==> config.mk <==
export PLATFORM = sky130hd
export DESIGN_NAME = rx_frame_deserializer_flat
export DESIGN_NICKNAME = d
export VERILOG_FILES = /design/src/rtl/rx_frame_deserializer_if.sv /design/src/rtl/rx_frame_deserializer.sv /design/src/flat_wrapper.sv
export SDC_FILE = /design/constraint.sdc
export NUM_CORES = 1
export LEC_CHECK = 0
export CAP_MARGIN = 30
export CELL_PAD_IN_SITES_DETAIL_PLACEMENT = 0
export CELL_PAD_IN_SITES_GLOBAL_PLACEMENT = 1
export CORE_MARGIN = 4
export CORE_UTILIZATION = 44
export DETAILED_ROUTE_END_ITERATION = 8
export PLACE_DENSITY_LB_ADDON = 0.1
export SETUP_SLACK_MARGIN = 0.5
export SLEW_MARGIN = 40
export SYNTH_ARGS = -nofsm -noshare
export SYNTH_HDL_FRONTEND = slang
export SYNTH_SLANG_ARGS = --single-unit
==> constraint.sdc <==
create_clock -name i_clk -period 3.11 [get_ports i_clk]
set_clock_uncertainty 0.05 [all_clocks]
set_input_delay 0.933 -clock i_clk [delete_from_list [all_inputs] [get_ports i_clk]]
set_output_delay 0.933 -clock i_clk [all_outputs]
set_load 0.01 [all_outputs]
==> src/rtl/rx_frame_deserializer_if.sv <==
// Handshake bundle between the bit sampler (master) and the frame deserializer (slave).
// Carries the per-bit strobes in and the assembled frame out.
interface rx_frame_deserializer_if #(
  parameter int MAX_DATA_WIDTH = 8
);
  localparam int LEN_W = $clog2(MAX_DATA_WIDTH + 1);

  logic                      i_start;
  logic                      i_abort;
  logic                      i_sample_valid;
  logic                      i_sampled_bit;
  logic [LEN_W-1:0]          i_data_len;
  logic                      i_msb_first;
  logic [MAX_DATA_WIDTH-1:0] o_data;
  logic                      o_data_valid;
  logic                      o_busy;
  logic [LEN_W-1:0]          o_bit_count;

  modport master (
    output i_start, i_abort, i_sample_valid, i_sampled_bit, i_data_len, i_msb_first,
    input  o_data, o_data_valid, o_busy, o_bit_count
  );

  modport slave (
    input  i_start, i_abort, i_sample_valid, i_sampled_bit, i_data_len, i_msb_first,
    output o_data, o_data_valid, o_busy, o_bit_count
  );
endinterface

==> src/rtl/rx_frame_deserializer.sv <==
// Self-terminating UART RX frame assembler: collects a latched number of sampled bits
// in either bit order and presents the right-aligned result with a one-cycle strobe.
module rx_frame_deserializer #(
  parameter int MAX_DATA_WIDTH = 8
) (
  input  logic                   i_clk,
  input  logic                   i_rst_n,
  rx_frame_deserializer_if.slave bus
);
  localparam int LEN_W = $clog2(MAX_DATA_WIDTH + 1);

  typedef enum logic {IDLE = 1'b0, SHIFT = 1'b1} state_t;

  state_t                    r_state, w_state_nxt;
  logic [LEN_W-1:0]          r_len, w_len_nxt;
  logic [LEN_W-1:0]          r_count, w_count_nxt, w_count_inc;
  logic                      r_msb, w_msb_nxt;
  logic [MAX_DATA_WIDTH-1:0] r_shift, w_shift_nxt, w_assembled;
  logic [MAX_DATA_WIDTH-1:0] r_data, w_data_nxt;
  logic                      r_valid, w_valid_nxt;

  // Zero or oversize lengths fall back to the full data width.
  function automatic logic [LEN_W-1:0] clamp_len(input logic [LEN_W-1:0] len);
    if (len == '0 || int'(len) > MAX_DATA_WIDTH) return LEN_W'(MAX_DATA_WIDTH);
    return len;
  endfunction

  assign w_count_inc = r_count + 1'b1;

  // Shift register value including the bit arriving this cycle.
  always_comb begin
    w_assembled = r_shift;
    if (r_msb) begin
      w_assembled = {r_shift[MAX_DATA_WIDTH-2:0], bus.i_sampled_bit};
    end else begin
      for (int i = 0; i < MAX_DATA_WIDTH; i++) begin
        if (LEN_W'(i) == r_count) w_assembled[i] = bus.i_sampled_bit;
      end
    end
  end

  always_comb begin
    w_state_nxt = r_state;
    w_len_nxt   = r_len;
    w_msb_nxt   = r_msb;
    w_count_nxt = r_count;
    w_shift_nxt = r_shift;
    w_data_nxt  = r_data;
    w_valid_nxt = 1'b0;
    case (r_state)
      IDLE: begin
        if (bus.i_start) begin
          w_state_nxt = SHIFT;
          w_len_nxt   = clamp_len(bus.i_data_len);
          w_msb_nxt   = bus.i_msb_first;
          w_count_nxt = '0;
          w_shift_nxt = '0;
        end
      end
      SHIFT: begin
        if (bus.i_abort) begin
          w_state_nxt = IDLE;
          w_count_nxt = '0;
        end else if (bus.i_start) begin
          w_len_nxt   = clamp_len(bus.i_data_len);
          w_msb_nxt   = bus.i_msb_first;
          w_count_nxt = '0;
          w_shift_nxt = '0;
        end else if (bus.i_sample_valid) begin
          if (w_count_inc == r_len) begin
            w_state_nxt = IDLE;
            w_data_nxt  = w_assembled;
            w_valid_nxt = 1'b1;
            w_count_nxt = '0;
            w_shift_nxt = '0;
          end else begin
            w_shift_nxt = w_assembled;
            w_count_nxt = w_count_inc;
          end
        end
      end
      default: w_state_nxt = IDLE;
    endcase
  end

  always_ff @(posedge i_clk or negedge i_rst_n) begin
    if (!i_rst_n) begin
      r_state <= IDLE;
      r_len   <= '0;
      r_msb   <= 1'b0;
      r_count <= '0;
      r_shift <= '0;
      r_data  <= '0;
      r_valid <= 1'b0;
    end else begin
      r_state <= w_state_nxt;
      r_len   <= w_len_nxt;
      r_msb   <= w_msb_nxt;
      r_count <= w_count_nxt;
      r_shift <= w_shift_nxt;
      r_data  <= w_data_nxt;
      r_valid <= w_valid_nxt;
    end
  end

  assign bus.o_data       = r_data;
  assign bus.o_data_valid = r_valid;
  assign bus.o_busy       = (r_state == SHIFT);
  assign bus.o_bit_count  = r_count;
endmodule

==> src/flat_wrapper.sv <==
// flat-port wrapper written by rule: the top's interface ports become plain ports
module rx_frame_deserializer_flat 
#(
  parameter int MAX_DATA_WIDTH = 8
)
  (i_clk, i_rst_n, bus_i_start, bus_i_abort, bus_i_sample_valid, bus_i_sampled_bit, bus_i_data_len, bus_i_msb_first, bus_o_data, bus_o_data_valid, bus_o_busy, bus_o_bit_count);
  rx_frame_deserializer_if #(.MAX_DATA_WIDTH(MAX_DATA_WIDTH)) bus_i ();
  input  logic i_clk;
  input  logic i_rst_n;
  input wire logic [$bits(bus_i.i_start)-1:0] bus_i_start;
  input wire logic [$bits(bus_i.i_abort)-1:0] bus_i_abort;
  input wire logic [$bits(bus_i.i_sample_valid)-1:0] bus_i_sample_valid;
  input wire logic [$bits(bus_i.i_sampled_bit)-1:0] bus_i_sampled_bit;
  input wire logic [$bits(bus_i.i_data_len)-1:0] bus_i_data_len;
  input wire logic [$bits(bus_i.i_msb_first)-1:0] bus_i_msb_first;
  output wire logic [$bits(bus_i.o_data)-1:0] bus_o_data;
  output wire logic [$bits(bus_i.o_data_valid)-1:0] bus_o_data_valid;
  output wire logic [$bits(bus_i.o_busy)-1:0] bus_o_busy;
  output wire logic [$bits(bus_i.o_bit_count)-1:0] bus_o_bit_count;
  assign bus_i.i_start = bus_i_start;
  assign bus_i.i_abort = bus_i_abort;
  assign bus_i.i_sample_valid = bus_i_sample_valid;
  assign bus_i.i_sampled_bit = bus_i_sampled_bit;
  assign bus_i.i_data_len = bus_i_data_len;
  assign bus_i.i_msb_first = bus_i_msb_first;
  assign bus_o_data = bus_i.o_data;
  assign bus_o_data_valid = bus_i.o_data_valid;
  assign bus_o_busy = bus_i.o_busy;
  assign bus_o_bit_count = bus_i.o_bit_count;
  rx_frame_deserializer #(.MAX_DATA_WIDTH(MAX_DATA_WIDTH)) u_core (.i_clk(i_clk), .i_rst_n(i_rst_n), .bus(bus_i));
endmodule
### Word-level counts from Yosys, hierarchy flattened

Index checks and enable logic that the tools add are counted.

| word-level totals | value |
|---|---|
| register bits | 27 |
| bits in latches | 0 |
| RAM bits | 0 |
| bits in read-only memories | 0 |
| output and inout port bits | 14 |
| logic and storage cells | 79 |
| memories | 0 |

| cells by class | value |
|---|---|
| add/subtract/negate cells | 1 |
| $mul | 0 |
| div/mod/pow operators | 0 |
| magnitude comparators | 1 |
| eq/ne operators | 13 |
| shifts and indexed selects | 0 |
| muxes and demuxes | 47 |
| bitwise logic cells | 3 |
| reductions and logical operators | 7 |

Operator list:

| kind | number |
|---|---|
| 2-to-1 mux 8 bit | 6 |
| 2-to-1 mux 4 bit | 11 |
| 2-to-1 mux 1 bit | 25 |
| equality test 3 x 4 -> 1 bit, first input constant | 4 |
| case mux 4 bit (2 select lines) | 2 |
| case mux 8 bit (2 select lines) | 1 |
| equality test 2 x 4 -> 1 bit, first input constant | 2 |
| logical NOT 4 bit | 2 |
| != test 2 bit, second input constant | 3 |
| AND reduction 3 bit | 2 |
| AND reduction 5 bit | 1 |
| adder 4 x 1 -> 4 bit, second input constant | 1 |
| equality test 1 x 4 -> 1 bit, first input constant | 1 |
| equality test 4 bit | 1 |
| greater-than comparator 4 bit, second input constant | 1 |
| != test 4 bit, second input constant | 1 |
| case mux 1 bit (2 select lines) | 2 |
| != test 3 bit, second input constant | 1 |
| NOT 1 bit | 3 |
| AND reduction 2 bit | 1 |
| logical OR 1 bit | 1 |

### Longest topological paths before layout

Gate-level depths: netlist (run 1).

| depth | value |
|---|---|
| depth after elaboration | 10 |
| depth in mapped cells | 7 |
| depth with buffers taken out | 6 |

### Worst setup path after synthesis (run 1)

No wires, ideal clock.

| path | value |
|---|---|
| kind | input -> register |
| start point | input bus_i_sample_valid |
| end point | register u_core.r_data[0] (netlist: u_core.bus.o_data[0]) |
| library setup time | 0.125 ns |
| data arrival time | 1.923 ns |
| path slack | 1.012 ns |
| stages | 5 |
| path buffers | 1 |
| cells stage by stage | nand2_1 -> nor3_1 -> nor3b_2 -> buf_6 -> mux2_4 |

| on the way | value |
|---|---|
| cells in the longest elaborated chain, start to end | 1 |

RTL lines:

| item | RTL line | source |
|---|---|---|
| start: declaration | flat_wrapper.sv:12 | `input wire logic [$bits(bus_i.i_sample_valid)-1:0] bus_i_sample_valid;` |
| AND reduction 5 bit (no source line) | -- |  |
| end signal: assignment | rx_frame_deserializer.sv:101 | `r_data <= w_data_nxt;` |
| end: declaration | rx_frame_deserializer.sv:19 | `logic [MAX_DATA_WIDTH-1:0] r_data, w_data_nxt;` |

Every way passes these cells.
A chain may end at the register's enable or synchronous reset.

### Worst setup path after layout (run 1)

| path | value |
|---|---|
| start point | register u_core.r_count[3] (netlist: u_core.bus.o_bit_count[3]) |
| end point | output bus_o_bit_count[3] |

RTL lines:

| item | RTL line | source |
|---|---|---|
| start: declaration | rx_frame_deserializer.sv:16 | `logic [LEN_W-1:0] r_count, w_count_nxt, w_count_inc;` |
| start signal: assignment | rx_frame_deserializer.sv:99 | `r_count <= w_count_nxt;` |
| end: declaration | flat_wrapper.sv:19 | `output wire logic [$bits(bus_i.o_bit_count)-1:0] bus_o_bit_count;` |

No word-level cell between the ends.

==> out/results.env, run 1 <==
OUTCOME='completed'
SYNTH.LIB_CELLS_USED.DISTINCT=31
ANTENNA_CELLS_INSERTED=0
PORT_BUFFERS=24
TIMING.HOLD.WORST.START='u_core.r_len[2]'
HOLD-WORST-SLACK_NS=0.4634
DETAIL_ROUTE.DRC_VIOLATIONS=0
FINALCRITICALPERIOD_NS=2.535
WORST_SLACK_NS=0.5747
FIN_SETUP_TNS_NS=0
LAYOUT.CELLS.NON_FILLER=201
SEQ_AREA_FRAC_SYNTH_PCT=46.08
FINALSETUPVIOLCOUNT=0
GRT_PASS1_VIAS=1019
DP_CELLS=197
FINAL_ANTENNA_NET_COUNT=0
GRT_START_MAX_NET_PINS=28
LAYOUT-DRIVE-GT1-SHARE_PCT=13.38
DRT-PASS1-ITER-COUNT=4
MIN_PERIOD_OVER_PERIOD_PCT=81.52
CTS_SINKS=27
TRITONCTS.NUM_BUFFERS=3
DIE_AREA_UM2=4320
TIMING.CRITICAL_PATH.FROM='u_core.bus.o_bit_count[3]'
NFILLCELLS=282
DRTITER0DRC=39
CLK_LATENCY_NS=0.33
TOTAL_DESIGN_POWER_uW=664.9
CELLPOWERDENSITY_nW_PER_UM2=373.9
WORSTMARGINPINSLEW_NS=0.4545
SYNTH_NETS=146
DRT-TOTAL-WL_UM=2797
SETUP_REPAIR_AFTER_GLOBAL_ROUTING_MISSED_ITS_MARGIN='no'
PATH_CLASS='flip-flop to output port'
SYNTHARSTFLOPSHARE_PCT=100.0
MAX-CLOCK-PATH-BUFFERS=2
NUM_VIAS=1029
AREA_GROWTH_SYN_TO_LAYOUT_PCT=21.25
TRITONCTS='yes'
CTS_HOLD_REPAIR.BUFFERS=0
DATA_ARRIVAL_TIME_OF_THE_CRITICAL_PATH_NS=1.55
TIMING.FINAL.HOLD_VIOLATIONS=0
CTS.ROOT.BUFFER_CELL='sky130_fd_sc_hd__clkbuf_4'
SYN-INSTANCE-COUNT=131
CHIPWIDTH_UM=65.73
SYNTHDOMINANTCELLAREASHARE_PCT=46.08
SYNTH-EDFF-COUNT=0
TIMING.FINAL.MAX_SLEW_VIOLATIONS=0
IRDROPWORSTVDD_mV=0.3297
STDCELL_AREA_UM2=1778
POST-PLACE-WS_NS=0.4812
R2R-START='u_core.bus.o_bit_count[0]'
POST_SYNTHESIS_AVERAGE_CELL_AREA_UM2=11.19
TIMING.CRITICAL_PATH.BUF_INV=1
EFFECTIVE_UTILIZATION_AT_FLOORPLAN_PCT=46.88
CP_MAX_FO=13
STATIC-LEAKAGE-POWER_nW=0.7982
NUMBER_OF_ANTENNA_VIOLATIONS_AT_THE_FIRST_CHECK_IN_GLOBAL_ROUTING=0
HTREE_LEVELS=1
AREA_OF_PLACED_INSTANCES_UM2=1749
FINAL_COMMON_CELL='sky130_fd_sc_hd__dfrtp_1'
DP_HPWL_UM=2018
GP_CONGESTION=0.7408
CTS_RESIZED=0
POST-SYNTH-TOP-AREA-CELL='sky130_fd_sc_hd__dfrtp_1'
WORST_PATH_MAX_DELAY_CELL='sky130_fd_sc_hd__dfrtp_1'
TIMING.CRITICAL_PATH.REQUIRED_NS=2.13
POST-CTS-SETUP-BUFFER-COUNT=0
GRT_PASS1_WL_UM=4823
FMAX_MHz=394.4
DETAIL_ROUTE.WL_PER_CELL_UM=13.92
YOSYS_WARNINGS=0
FLOORPLAN.CORE_AREA_UM2=3128
NUM_ROWS=20
SYNTHTOPCELLSBYAREA='sky130_fd_sc_hd__dfrtp_1 (46%), sky130_fd_sc_hd__mux2_4 (8.2%), sky130_fd_sc_hd__a22o_1 (6.0%), sky130_fd_sc_hd__mux2i_1 (4.8%), sky130_fd_sc_hd__nand2_1 (4.4%)'
SYNTH-MAIN-FF-CELL='sky130_fd_sc_hd__dfrtp_1'
SETUP.REG_TO_REG.WORST_SLACK_NS=0.90
SLEW-LIMIT-HEADROOM_PCT=69.70
PATH_CELLS='clkdlybuf4s50_1'
CTS.REPORTEDPATHS.CLKPINSLEW_NS=0.16
MOSTFREQUENTLAYOUTCELLS='sky130_fd_sc_hd__dfrtp_1 (26), sky130_fd_sc_hd__clkdlybuf4s50_1 (24), sky130_fd_sc_hd__nand2_1 (17)'
TIMING.CRITICAL_PATH.MAX_DELAY_FAMILY='flip-flops'
MAX-CAP-VIOLATIONS=0
GRT_REMAINING_OVERFLOW=0
POSTSYNTHREGISTERBITS=27
AVERAGE_VIAS_PER_PLACED_INSTANCE=5.119
FINALCOREUTILIZATION_PCT=56.84
HOLD_CLASS='flip-flop to flip-flop'
ENDPOINT_KIND='output port'
CRIT_PATH_START_KIND='flip-flop'
IOS=25
GROUTE.USAGE.OVERALL_PCT=14.24
SYNTH_CELL_AREA_UM2=1466
CP_SLOWEST_STAGE_DELAY_NS=0.61
DIE_HEIGHT_UM=65.73
NUM-NETS-FINAL=173
==> cells in the mapped netlist (all sizes together), types with 3 or more instances <==
cell type,number
buf,3
nor2,4
nand3b,4
o21ai,11
nor3b,4
mux2,11
inv,4
nor3,3
nand2,17
nand2b,3
mux2i,7
dfrtp,27
ha,4
a22o,10
==> path summary, 6_finish.rpt <==
path | to | cells after the start
max in group asynchronous | u_core.bus.o_bit_count[2] | 2
hold reg to reg | u_core.r_len[2] | 2
setup reg to reg | u_core.bus.o_data[2] | 6
min in group asynchronous | u_core.bus.o_busy | 2
hold / removal | u_core.r_len[2] | 2
setup / recovery | bus_o_bit_count[3] | 1
==> report_power, final <==
group,leakage (nW),switching (mW),internal (mW),total (mW)
registers,0.364,0.0238,0.369,0.393
clock network,0.0177,0.110,0.0484,0.158
logic,0.417,0.0576,0.0562,0.114
==> sequential cells by signal (all words and copies together), names as in the netlist <==
name,count
u_core.r_msb,1
u_core.r_shift,8
u_core.bus.o_data_valid,1
u_core.bus.o_bit_count,4
u_core.r_len,4
u_core.bus.o_busy,1
u_core.bus.o_data,8
==> area by class of cell <==
| type | count | area (um^2) | area share (%) |
|---|---|---|---|
| Clock inverter | 1 | 5.005 | 0.2815 |
| Clock buffer | 3 | 22.52 | 1.267 |
| Tap cell | 44 | 55.05 | 3.096 |
| Inverter | 4 | 15.01 | 0.8445 |
| Multi-Input combinational cell | 95 | 740.7 | 41.66 |
| Sequential cell | 27 | 676.9 | 38.07 |
| Timing Repair Buffer | 27 | 262.8 | 14.78 |
==> routing by layer <==
layer,vias to the layer above,track usage (%),wire length (um)
met3,2,3.761,95
met1,496,19.37,1352
met5,-,0,0
met4,0,0.7772,10
met2,17,23.78,1338
li1,514,-,-
==> cell families (layout without fill, tap and decap cells) <==
logic type	after synthesis	count (layout)	share of synthesized area (%)
flip-flops	27	27	46.08
XOR/XNOR	5	5	3.925
buffers and inverters	9	35	3.412
adder cells (fa/ha/maj)	4	4	3.413
AND/OR/NAND/NOR	40	40	14.85
AO/OA/AOI/OAI	28	28	13.05
multiplexers	18	18	15.27
Note: power is estimated with default switching activity, not from simulation.
==> run 2: changes to the inputs <==
CORE_UTILIZATION = 41   (was 44)
clock period = 2.5 ns   (was 3.11 ns; I/O delays follow)
==> out/results.env, run 2 (synthesized netlist as in run 1, its figures left out) <==
POWER_REPORT.INTERNAL_TOTAL_uW=619.7
POWER_SWITCHING_SHARE_PCT=29.08
SHARE_CLK_OF_TOTAL_POWER_PCT=22.3
FLOORPLAN.CORE_AREA_UM2=3390
CTS_SINKS=27
GRT_PASS1_WL_UM=5437
GP_CONGESTION=0.8328
MOSTFREQUENTLAYOUTCELLS='sky130_fd_sc_hd__dfrtp_1 (24), sky130_fd_sc_hd__buf_4 (22), sky130_fd_sc_hd__nand2_1 (17)'
POST-PLACE-WS_NS=0.007318
R2R-START='u_core.bus.o_bit_count[0]'
DATA_ARRIVAL_TIME_OF_THE_CRITICAL_PATH_NS=2.19
TIMING.FINAL.HOLD_VIOLATIONS=0
FINAL_COMMON_CELL='sky130_fd_sc_hd__dfrtp_1'
NUM_ROWS=21
SETUP_REPAIR_AFTER_GLOBAL_ROUTING_MISSED_ITS_MARGIN='yes'
FINAL-SEQ-AREA_UM2=679.4
DP_CELLS=204
DP_HPWL_UM=2227
CP_MAX_FO=5
SETUP.REG_TO_REG.WORST_SLACK_NS=0.52
HOLD_CLASS='flip-flop to flip-flop'
PATH_CLASS='input pin to flip-flop'
FINAL_ANTENNA_NET_COUNT=0
HOLD_CRIT_ENDPOINT='u_core.r_len[0]'
SLEW-LIMIT-HEADROOM_PCT=64.23
CTS.ROOT.BUFFER_CELL='sky130_fd_sc_hd__clkbuf_4'
NUM-NETS-FINAL=194
DETAIL_ROUTE.WL_PER_CELL_UM=14.27
HOLD-WORST-SLACK_NS=0.4734
TIMING.CRITICAL_PATH.REQUIRED_NS=2.68
DIE_AREA_UM2=4598
MULTI_INPUT_AREA_UM2=774.5
MAX-CLOCK-PATH-BUFFERS=2
FINALCOREUTILIZATION_PCT=57.88
NUMBER_OF_ANTENNA_VIOLATIONS_AT_THE_FIRST_CHECK_IN_GLOBAL_ROUTING=0
AREA_OF_PLACED_INSTANCES_UM2=1793
MIN_PERIOD_OVER_PERIOD_PCT=80.33
CLK_LATENCY_NS=0.33
ENDPOINT_KIND='flip-flop'
WORST_R2R_ENDPOINT='u_core.bus.o_bit_count[0]'
GRT_START_MAX_NET_PINS=28
ANTENNA_CELLS_INSERTED=0
DIE_HEIGHT_UM=67.81
DETAIL_ROUTE.DRC_VIOLATIONS=0
LAYOUT.CELLS.NON_FILLER=224
TIMING.HOLD.WORST.START='u_core.r_len[0]'
WORST_SLACK_NS=0.4917
CTS.REPORTEDPATHS.CLKPINSLEW_NS=0.15
HTREE_LEVELS=1
AVERAGE_VIAS_PER_PLACED_INSTANCE=5.076
TRITONCTS='yes'
NETSWITCHINGPOWER_uW=254.1
DRTITER0DRC=34
OUTCOME='completed'
MIN_DELAY_PATH_DEPTH=2
CHIPWIDTH_UM=67.81
PORT_BUFFERS=24
COMB_POWER_SHARE_PCT=22.2
CTS_HOLD_REPAIR.BUFFERS=0
IRDROPWORSTVDD_mV=0.2777
CRIT_PATH_START_KIND='input pin'
REG2REGPATHDEPTH=7
MAX-CAP-VIOLATIONS=0
TOTAL_DESIGN_POWER_uW=873.8
FMAX_MHz=497.9
GRT_PASS1_VIAS=1163
AREA_GROWTH_SYN_TO_LAYOUT_PCT=33.79
LAYOUT-DRIVE-GT1-SHARE_PCT=29.21
TRITONCTS.NUM_BUFFERS=3
DRT-TOTAL-WL_UM=3196
FIN_SETUP_TNS_NS=0
GRT_REMAINING_OVERFLOW=0
WORSTMARGINPINSLEW_NS=0.5328
STDCELL_AREA_UM2=1962
DRT-PASS1-ITER-COUNT=4
EFFECTIVE_UTILIZATION_AT_FLOORPLAN_PCT=43.26
STATIC-LEAKAGE-POWER_nW=0.9842
NUM_VIAS=1137
FINALSETUPVIOLCOUNT=0
CELLPOWERDENSITY_nW_PER_UM2=445.4
IOS=25
GROUTE.USAGE.OVERALL_PCT=15.62
TIMING.FINAL.MAX_SLEW_VIOLATIONS=0
NFILLCELLS=299
FINALCRITICALPERIOD_NS=2.008
SEQ_POWER_SHARE_PCT=55.5
==> run 2: area by class of cell <==
class                           instances  share of cell area [%]
Clock buffer                            3                   1.148
Clock inverter                          1                  0.3827
Inverter                                4                  0.7653
Multi-Input combinational cell         95                   39.48
Sequential cell                        27                   34.63
Tap cell                               46                   2.934
Timing Repair Buffer                   48                   20.66
==> run 2: power groups by stage <==
stage / Clock [mW] / Combinational, mW / Sequential (mW)
after detailed placement: 0 / 0.150 / 0.498
after global routing: 0.229 / 0.210 / 0.489
after global placement: 0 / 0.148 / 0.497
after CTS: 0.211 / 0.190 / 0.484
final: 0.195 / 0.194 / 0.485
after floorplan: 0 / 0.0832 / 0.489
==> run 2: worst max-delay path: stages <==
cell and delay [ns]:
sky130_fd_sc_hd__clkdlybuf4s50_1 0.44, sky130_fd_sc_hd__nor3_2 0.22, sky130_fd_sc_hd__nor3b_4 0.31, sky130_fd_sc_hd__buf_6 0.18, sky130_fd_sc_hd__mux2_4 0.30
==> run 2: worst max-delay path by stage <==
stage,start,to,slack (ns),cells after the start
after detailed placement,bus_i_sample_valid,u_core.bus.o_data[2],0.007,6
after floorplan,u_core.bus.o_bit_count[0],u_core.bus.o_data[0],0.51,6
after global placement,bus_i_sample_valid,u_core.bus.o_data[2],0.06,6
after global routing,u_core.bus.o_bit_count[0],u_core.bus.o_bit_count[0],0.46,7
final,bus_i_start,u_core.bus.o_data[2],0.49,5
after CTS,u_core.bus.o_bit_count[3],bus_o_bit_count[3],0.43,1
==> run 2: layer usage <==
layer / vias up / track usage, % / routed length, um
met2: 21 / 27.10 / 1565
li1: 562 / - / -
met1: 548 / 19.34 / 1448
met4: 0 / 3.722 / 52
met5: - / 0 / 0
met3: 6 / 3.993 / 130
==> run 2: timing repair <==
action,CTS,global route
pin swaps,5,1
setup buffers,16,0
gates resized for setup,22,7
setup endpoints to repair,24,23
